## config.mk

```make
export PLATFORM = sky130hd
export DESIGN_NAME = rs_issue_queue
export DESIGN_NICKNAME = d
export VERILOG_FILES = /design/src/rtl/rs_issue_queue.sv
export SDC_FILE = /design/constraint.sdc
export NUM_CORES = 1
export LEC_CHECK = 0
export CAP_MARGIN = 20
export CORE_ASPECT_RATIO = 1.1
export CORE_UTILIZATION = 55
export DETAILED_ROUTE_END_ITERATION = 6
export HOLD_SLACK_MARGIN = 0.08
export PLACE_DENSITY = 0.76
export SLEW_MARGIN = 20
export SYNTH_ARGS = -nofsm -noshare
export SYNTH_HDL_FRONTEND = slang
export SYNTH_HIERARCHICAL = 1
export SYNTH_SLANG_ARGS = --single-unit
```

## constraint.sdc

```tcl
create_clock -name clk -period 2.5 [get_ports clk]
set_input_delay 0.25 -clock clk [delete_from_list [all_inputs] [get_ports clk]]
set_output_delay 0.25 -clock clk [all_outputs]
set_load 0.005 [all_outputs]
```

## src/rtl/rs_issue_queue.sv

```systemverilog
// rs_issue_queue: single reservation station for one functional-unit group.
// Buffers dispatched uops until both source tags are ready, then offers the
// oldest ready entry to the FU.
//
// Ports:
//   clk, rst_n            core clock, async active-low reset
//   flush                 synchronous squash of every entry
//   disp_*                dispatch uop in (valid/ready handshake)
//   wb_valid, wb_preg     wakeup broadcast of a tag becoming ready
//   sel_*                 oldest ready uop out (valid/ready handshake)
//   count                 number of occupied entries
//
// rs_entry holds one slot: payload, tags, and per-source ready bits. It
// snoops the wakeup bus and is allocated/freed by the top level.

module rs_entry #(
    parameter int PREG_W = 6,
    parameter int OP_W   = 8
) (
    input  logic              clk,
    input  logic              rst_n,
    input  logic              flush,
    input  logic              alloc,
    input  logic              issue,
    input  logic [OP_W-1:0]   d_op,
    input  logic [PREG_W-1:0] d_src1,
    input  logic [PREG_W-1:0] d_src2,
    input  logic [PREG_W-1:0] d_dst,
    input  logic              d_rdy1,
    input  logic              d_rdy2,
    input  logic              wb_valid,
    input  logic [PREG_W-1:0] wb_preg,
    output logic              valid,
    output logic              ready,
    output logic [OP_W-1:0]   op,
    output logic [PREG_W-1:0] src1,
    output logic [PREG_W-1:0] src2,
    output logic [PREG_W-1:0] dst
);
    logic rdy1, rdy2;

    always_ff @(posedge clk or negedge rst_n) begin
        if (!rst_n) begin
            valid <= 1'b0;
            op    <= '0;
            src1  <= '0;
            src2  <= '0;
            dst   <= '0;
            rdy1  <= 1'b0;
            rdy2  <= 1'b0;
        end else if (flush) begin
            valid <= 1'b0;
        end else if (alloc) begin
            // Wakeup broadcast in the dispatch cycle is folded in here so the
            // tag is not missed.
            valid <= 1'b1;
            op    <= d_op;
            src1  <= d_src1;
            src2  <= d_src2;
            dst   <= d_dst;
            rdy1  <= d_rdy1 | (wb_valid && (wb_preg == d_src1));
            rdy2  <= d_rdy2 | (wb_valid && (wb_preg == d_src2));
        end else begin
            if (issue)
                valid <= 1'b0;
            if (valid && wb_valid && (wb_preg == src1))
                rdy1 <= 1'b1;
            if (valid && wb_valid && (wb_preg == src2))
                rdy2 <= 1'b1;
        end
    end

    assign ready = valid && rdy1 && rdy2;
endmodule

module rs_issue_queue #(
    parameter  int RS_ENTRIES = 8,
    parameter  int PREG_W     = 6,
    parameter  int OP_W       = 8,
    localparam int CNT_W      = $clog2(RS_ENTRIES + 1)
) (
    input  logic              clk,
    input  logic              rst_n,
    input  logic              flush,
    input  logic              disp_valid,
    output logic              disp_ready,
    input  logic [OP_W-1:0]   disp_op,
    input  logic [PREG_W-1:0] disp_src1,
    input  logic [PREG_W-1:0] disp_src2,
    input  logic              disp_src1_rdy,
    input  logic              disp_src2_rdy,
    input  logic [PREG_W-1:0] disp_dst,
    input  logic              wb_valid,
    input  logic [PREG_W-1:0] wb_preg,
    output logic              sel_valid,
    input  logic              sel_ready,
    output logic [OP_W-1:0]   sel_op,
    output logic [PREG_W-1:0] sel_src1,
    output logic [PREG_W-1:0] sel_src2,
    output logic [PREG_W-1:0] sel_dst,
    output logic [CNT_W-1:0]  count
);
    logic [RS_ENTRIES-1:0]             e_valid, e_ready;
    logic [RS_ENTRIES-1:0]             free_oh, alloc_oh, sel_oh, issue_oh;
    logic [RS_ENTRIES-1:0][OP_W-1:0]   e_op;
    logic [RS_ENTRIES-1:0][PREG_W-1:0] e_src1, e_src2, e_dst;
    // older[i][j] set: entry i was dispatched before entry j.
    logic [RS_ENTRIES-1:0][RS_ENTRIES-1:0] older;
    logic accept, issue;

    assign disp_ready = (count < CNT_W'(RS_ENTRIES));
    assign sel_valid  = |e_ready;
    assign accept     = disp_valid && disp_ready && !flush;
    assign issue      = sel_valid && sel_ready && !flush;

    // Lowest-index free slot; count < RS_ENTRIES guarantees one exists.
    assign free_oh  = ~e_valid & (e_valid + RS_ENTRIES'(1));
    assign alloc_oh = accept ? free_oh : '0;
    assign issue_oh = issue ? sel_oh : '0;

    rs_entry #(.PREG_W(PREG_W), .OP_W(OP_W)) u_entry [RS_ENTRIES-1:0] (
        .clk      (clk),
        .rst_n    (rst_n),
        .flush    (flush),
        .alloc    (alloc_oh),
        .issue    (issue_oh),
        .d_op     (disp_op),
        .d_src1   (disp_src1),
        .d_src2   (disp_src2),
        .d_dst    (disp_dst),
        .d_rdy1   (disp_src1_rdy),
        .d_rdy2   (disp_src2_rdy),
        .wb_valid (wb_valid),
        .wb_preg  (wb_preg),
        .valid    (e_valid),
        .ready    (e_ready),
        .op       (e_op),
        .src1     (e_src1),
        .src2     (e_src2),
        .dst      (e_dst)
    );

    // An entry wins when no other ready entry is older than it.
    for (genvar i = 0; i < RS_ENTRIES; i++) begin : g_sel
        logic [RS_ENTRIES-1:0] older_than_i;
        for (genvar j = 0; j < RS_ENTRIES; j++) begin : g_col
            assign older_than_i[j] = older[j][i];
        end
        assign sel_oh[i] = e_ready[i] && !(|(older_than_i & e_ready));
    end

    always_comb begin
        sel_op   = '0;
        sel_src1 = '0;
        sel_src2 = '0;
        sel_dst  = '0;
        for (int i = 0; i < RS_ENTRIES; i++) begin
            if (sel_oh[i]) begin
                sel_op   = e_op[i];
                sel_src1 = e_src1[i];
                sel_src2 = e_src2[i];
                sel_dst  = e_dst[i];
            end
        end
    end

    // A newly allocated slot becomes younger than everything else. Stale
    // bits of free slots are harmless: only ready (hence valid) entries
    // participate in select, and reallocation rewrites the row and column.
    always_ff @(posedge clk or negedge rst_n) begin
        if (!rst_n) begin
            older <= '0;
        end else begin
            for (int i = 0; i < RS_ENTRIES; i++) begin
                for (int j = 0; j < RS_ENTRIES; j++) begin
                    if (alloc_oh[i])
                        older[i][j] <= 1'b0;
                    else if (alloc_oh[j])
                        older[i][j] <= 1'b1;
                end
            end
        end
    end

    always_ff @(posedge clk or negedge rst_n) begin
        if (!rst_n)
            count <= '0;
        else if (flush)
            count <= '0;
        else begin
            case ({accept, issue})
                2'b10:   count <= count + CNT_W'(1);
                2'b01:   count <= count - CNT_W'(1);
                default: count <= count;
            endcase
        end
    end
endmodule

```

After elaboration in Yosys (flattened, before gate mapping). Cells that the tools add are included.

Register bits: 292. Bits of input ports: 40. Word-level logic and storage cells: 455.

Add/sub/neg operators: 3. Mux-type cells: 156. Bitwise operators: 13. Reduce and logical (&&, ||, !) cells: 149. Equal/unequal tests: 20. Magnitude comparators: 1.

Operator list (number): 2-to-1 mux 6 bit (24); 2-to-1 mux 1 bit (120); == test 6 bit (18); nonzero test 2 bit (44); 2-to-1 mux 8 bit (10); OR reduction 8 bit (9); bitwise AND 8 bit (8); logical AND 1 bit (54); AND reduction 2 bit (24); nonzero test 3 bit (9); zero test 1 bit (9); adder 8 x 1 -> 8 bit, second input constant (1); bitwise AND 7 x 8 -> 8 bit (1); NOT 8 bit (1); one-hot mux 4 bit (2 select lines) (1); adder 4 x 1 -> 4 bit, second input constant (1); less-than comparator 4 bit, second input constant (1); 2-to-1 mux 4 bit (1); subtractor 4 x 1 -> 4 bit, second input constant (1); == test 2 x 1 -> 1 bit, second input constant (1); == test 2 bit, second input constant (1); bitwise OR 1 bit (2); NOT 1 bit (1).

Longest topological paths before layout.
Depth after elaboration: 14. Mapped depth: 12. Depth with buffers taken out: 10.

By module. The synthesis kept the hierarchy.

By module, submodules not included: rs_entry (cells an instance 102, seq. area each 725.7 um^2, instances 8, area each 1360.1 um^2); rs_issue_queue (cells an instance 648, seq. area each 1501.4 um^2, instances 1, area each 5206.2 um^2).

Least setup slack after synthesis. Ideal clock, no wire load.

Kind: flip-flop to flip-flop. Start point: register u_entry[6].valid. End point: register count[3]. Data arrival time: 2615 ps. Cell stages (with the launch flop): 13. Period minus slack after synthesis: 2693 ps. Data required time: 2423 ps. Setup slack: -193 ps. Cell sequence: dfrtp_1 -> and3_1 -> buf_2 -> nor4_1 -> a211o_1 -> buf_1 -> a21oi_1 -> ha_1 -> a21o_1 -> a21o_1 -> nor4_1 -> a31oi_1 -> a21oi_1.

Word-level cells in the longest chain between the ends: 8. Elaborated cells between the ends (all ways): 10. Those cells by class: 2 x eq/ne; 2 x mux; 6 x reduce/logical.

RTL lines: start: declaration (line 33) `output logic valid,`; start signal: assignment (line 44) `valid <= 1'b0;`; start signal: assignment (line 52) `valid <= 1'b0;`; start signal: assignment (line 56) `valid <= 1'b1;`; logical AND 1 bit * (2 in series) (line 73) `assign ready = valid && rdy1 && rdy2;`; via e_ready[6] (line 103) `logic [RS_ENTRIES-1:0] e_valid, e_ready;`; OR reduction 8 bit * (line 112) `assign sel_valid = |e_ready;`; logical AND 1 bit * (2 in series) (line 114) `assign issue = sel_valid && sel_ready && !flush;`; == test 2 x 1 -> 1 bit / == test 2 bit (equally long branches) (line 191) `case ({accept, issue})`; one-hot mux 4 bit (2 select lines) (line 191); 2-to-1 mux 4 bit (line 188) `else if (flush)`; end signal: assignment (line 192) `2'b10: count <= count + CNT_W'(1);`; end signal: assignment (line 193) `2'b01: count <= count - CNT_W'(1);`; end signal: assignment (line 194) `default: count <= count;`; end: declaration (line 101) `output logic [CNT_W-1:0] count`.

Mark *: on every way through the listed nets, which the timed path passes. The rest lies on a longest branch. A chain may end at the register's enable or synchronous reset.

Final worst setup path.
Start point: register u_entry[4].rdy2. End point: output port sel_src2[4].

Word-level cells in the longest chain between the ends: 13. Elaborated cells between the ends (all ways): 41. Those cells by class: 8 x mux; 8 x bitwise; 25 x reduce/logical.

RTL lines: start: declaration (line 40) `logic rdy1, rdy2;`; start signal: assignment (line 62) `rdy2 <= d_rdy2 | (wb_valid && (wb_preg == d_src2));`; logical AND 1 bit * (line 73); via e_ready[4] (line 103); bitwise AND 8 bit (line 149) `assign sel_oh[i] = e_ready[i] && !(|(older_than_i & e_ready));`; OR reduction 8 bit (line 149); zero test 1 bit (line 149); logical AND 1 bit (line 149); 2-to-1 mux 6 bit (7 in series) (line 158) `if (sel_oh[i]) begin`; 2-to-1 mux 6 bit * (line 158); end: declaration (line 99) `output logic [PREG_W-1:0] sel_src2,`.

Marks and branches as above.

==> results.py <==
metrics = {
    "worst_setup_path": {
        "path_delay_family": "compound AO/OA/AOI/OAI gates",
        "cp-start-kind": "register",
        "r2r_setup_slack_ns": -0.13,
        "cp.required_ns": 2.25,
        "cp_max_fo": 6,
        "cpPeakStageDelay_ns": 0.41,
        "path_class": "reg -> out",
        "endpoint_kind": "primary output",
        "cp_num_buf_inv": 5,
        "crit_arrival_ns": 3.01,
        "crit_chain": "and3_4 > buf_6 > a22o_4 > a221oi_4 > and2_4 > nor4_4 > buf_4 > buf_8 > buf_4 > a311oi_4 > buf_2",
        "path_common_cell": "buf_4",
        "rr_worst_depth": 9,
        "r2r-end": "u_entry[6]/op[7]",
        "critPathSlowestCell": "dfrtp_1",
        "r2r-start": "u_entry[1]/valid",
    },
    "run": {
        "maxCapViolCount": 0,
    },
    "clock_tree": {
        "cts_tree": "yes",
        "cts.sinks": 292,
        "cts.reportedPaths.clkPinSlew_ns": 0.06,
        "numCtsBuffers": 34,
        "clockBufferDepth": 3,
        "cts.htree.levels": 2,
        "clk_latency_ns": 0.52,
        "root_buffer": "clkbuf_16",
    },
    "drt": {
        "drc": 0,
        "routed_wl_um": 53600,
        "ant_nets": 0,
        "wire_per_inst_um": 25.5,
        "dr.pass1.iters": 5,
        "first_iter_violations": 1417,
        "avgViaCountPerCell": 6.47,
        "vias": 13600,
    },
    "global_routing": {
        "grt_pass1_vias": 13500,
        "grt_overflow": 0,
        "grt_pass1_wl_um": 78900,
        "antenna_found_initial": 0,
        "grt_use_total": 0.350,
        "grt_start_max_net_pins": 63,
    },
    "yosys": {
        "synth_area_per_cell_um2": 11.0,
        "syn_inst": 1464,
        "synth_area_leaders": "dfrtp_1 (45%), mux2_2 (15%), xor2_1 (7.9%)",
        "synth.distinct_cells": 56,
        "ys_seq_elements": 292,
        "synth-seq-area-share": 0.454,
        "synth.top_cell.area_share": 0.454,
        "synth-edff-count": 0,
        "syn_area_mm2": 0.0161,
        "async_reset_ff_frac": 1.00,
        "synth-main-ff-cell": "dfrtp_1",
        "synthesis.nets": 1507,
        "yosys_warnings": 6,
        "yosysTopAreaCell": "dfrtp_1",
    },
    "sta": {
        "period_share": 1.30,
        "worst_slack_ns": -0.757,
        "drv_slew": 0,
        "fmax_mhz": 307,
        "skew_ns": 0.0222,
        "rsz0062_at_grt": "yes",
        "tightest_slew_ns": 0.648,
        "setup_violations": 50,
        "max_slew_margin": 0.565,
        "hold_violations": 0,
        "min_period_ns": 3.26,
    },
    "outcome": {
        "failed_checks": "negative setup slack",
        "status": "finished with violations",
    },
    "cells_and_area": {
        "multi_input_area_mm2": 0.00849,
        "finish.net_count": 1758,
        "antennaDiodeCount": 0,
        "final_cell_area_mm2": 0.0208,
        "drive_gt1_frac": 0.359,
        "final_common_cell": "dfrtp_1",
        "area_delta_synth_final_pct": 29.6,
        "regArea_mm2": 0.00731,
        "layout_common_cells": "dfrtp_1 (292), mux2_2 (205), xor2_1 (145)",
        "fillers": 1801,
    },
    "power_and_ir_drop": {
        "p_leak_nw": 9.30,
        "ir_drop_uv": 629,
        "power.density_mw_per_mm2": 571,
        "p_total_mw": 11.9,
    },
    "placed_design": {
        "gp_congestion": 0.961,
        "dp_hpwl_um": 31300,
        "placed_area_mm2": 0.0185,
        "io_buffers": 71,
        "dp_slack_ns": -0.559,
    },
    "worst_hold_path": {
        "hold_path_class": "in -> reg",
        "hold_end": "count[0]",
        "holdPathStages": 3,
        "hold_start": "flush",
    },
    "floorplan": {
        "die_h_um": 181,
        "io_pins": 72,
        "dieArea_mm2": 0.0299,
        "initial_core_util": 0.560,
        "num_rows": 65,
        "coreArea_mm2": 0.0287,
        "dieWidth_um": 165,
    },
}
## how the worst max path moves through the flow
| stage | start | to | slack, ns | depth (start not counted) |
|---|---|---|---|---|
| after floorplan | count[3] | u_entry[2]/dst[0] | 0.04 | 7 |
| after global placement | u_entry[0]/rdy2 | sel_dst[0] | -0.53 | 11 |
| after detailed placement | u_entry[0]/rdy2 | sel_dst[0] | -0.56 | 11 |
| after CTS | u_entry[4]/rdy2 | sel_src2[5] | -0.67 | 10 |
| after global routing | u_entry[4]/rdy2 | sel_dst[0] | -0.78 | 11 |
| final | u_entry[4]/rdy2 | sel_src2[4] | -0.76 | 11 |
## layer usage
layer | routed length (um) | track usage | vias to the layer above
met1 | 20400 | 0.463 | 6840
met5 | 0 | 0 | -
met3 | 4970 | 0.0614 | 243
met2 | 24800 | 0.541 | 783
li1 | - | - | 5749
met4 | 3490 | 0.196 | 0
## cells by family (layout without fill, tap and decap cells)
family                   after synthesis  count (layout)  synth area share
buffers and inverters                150             423            0.0446
AO/OA/AOI/OAI                        187             187             0.101
AND/OR/NAND/NOR                      402             402             0.129
flip-flops                           292             292             0.454
adder cells (fa/ha/maj)                3               3           0.00280
multiplexers                         235             235             0.162
XOR/XNOR                             195             195             0.106
## final cells by class
type | count | share of cell area
sequential | 292 | 0.351
inverter | 60 | 0.0108
multi-input combinational | 1022 | 0.407
clock inverter | 14 | 0.0104
clock buffer | 44 | 0.0460
tap | 368 | 0.0221
timing repair buffer | 305 | 0.153
## synthesized netlist by cell type (all sizes together) (3+ instances only)
library cell	n
a22oi	20
and4	4
dfrtp	292
nand3b	26
o211ai	26
nand4	18
inv	60
and3	9
a21oi	10
a311oi	26
a21boi	3
clkbuf	29
a311o	26
or4	17
xor2	145
mux2	208
nor3	30
nand2	73
nor2	115
a211oi	43
xnor2	50
nand3	30
a21o	4
nor2b	8
or3	27
buf	61
a31oi	17
mux2i	27
nor4	36
## repair_timing
item / 4_1_cts / 5_1_grt
hold buffers: 1 / 0
cloned: 7 / 5
setup buffers: 36 / 28
hold endpoints to repair: 58 / 0
gates resized for setup: 184 / 53
endpoints found under the setup margin: 28 / 58
pin swaps: 46 / 32
## sequential cells by signal, indices dropped and copies added (netlist names)
signal,count
u_entry/rdy1,8
u_entry/op,64
u_entry/rdy2,8
u_entry/src2,48
count,4
u_entry/valid,8
u_entry/src1,48
g_sel.older_than_i,56
u_entry/dst,48
## worst register-to-register path: cells and delay by family (launching register included)
kind	cells	cell delay, ns
buffers and inverters	4	0.56
flip-flops	1	0.36
multiplexers	1	0.33
AND/OR/NAND/NOR	4	1.28
## report_power, final
part	internal (mW)	switching (mW)	total (mW)
Sequential	5.01	0.234	5.24
Clock	3.23	2.00	5.23
Combinational	0.705	0.733	1.44
Total	8.94	2.97	11.9
## per-stage QoR
| stage | hold WS [ns] | cells | TNS [ns] | utilization |
|---|---|---|---|---|
| 5_1_grt | 0.121 | 2105 | -21.84 | 0.726 |
| 4_1_cts | 0.105 | 2075 | -15.35 | 0.707 |
| 6_report | 0.110 | 2105 | -19.34 | 0.726 |
| 3_3_place_gp | 0.214 | 1977 | -33.36 | 0.644 |
| 2_1_floorplan | -0.0456 | 1464 | 0 | - |
| 3_5_place_dp | 0.213 | 1977 | -37.88 | 0.644 |
No activity file was read; power rests on OpenSTA's default activity.
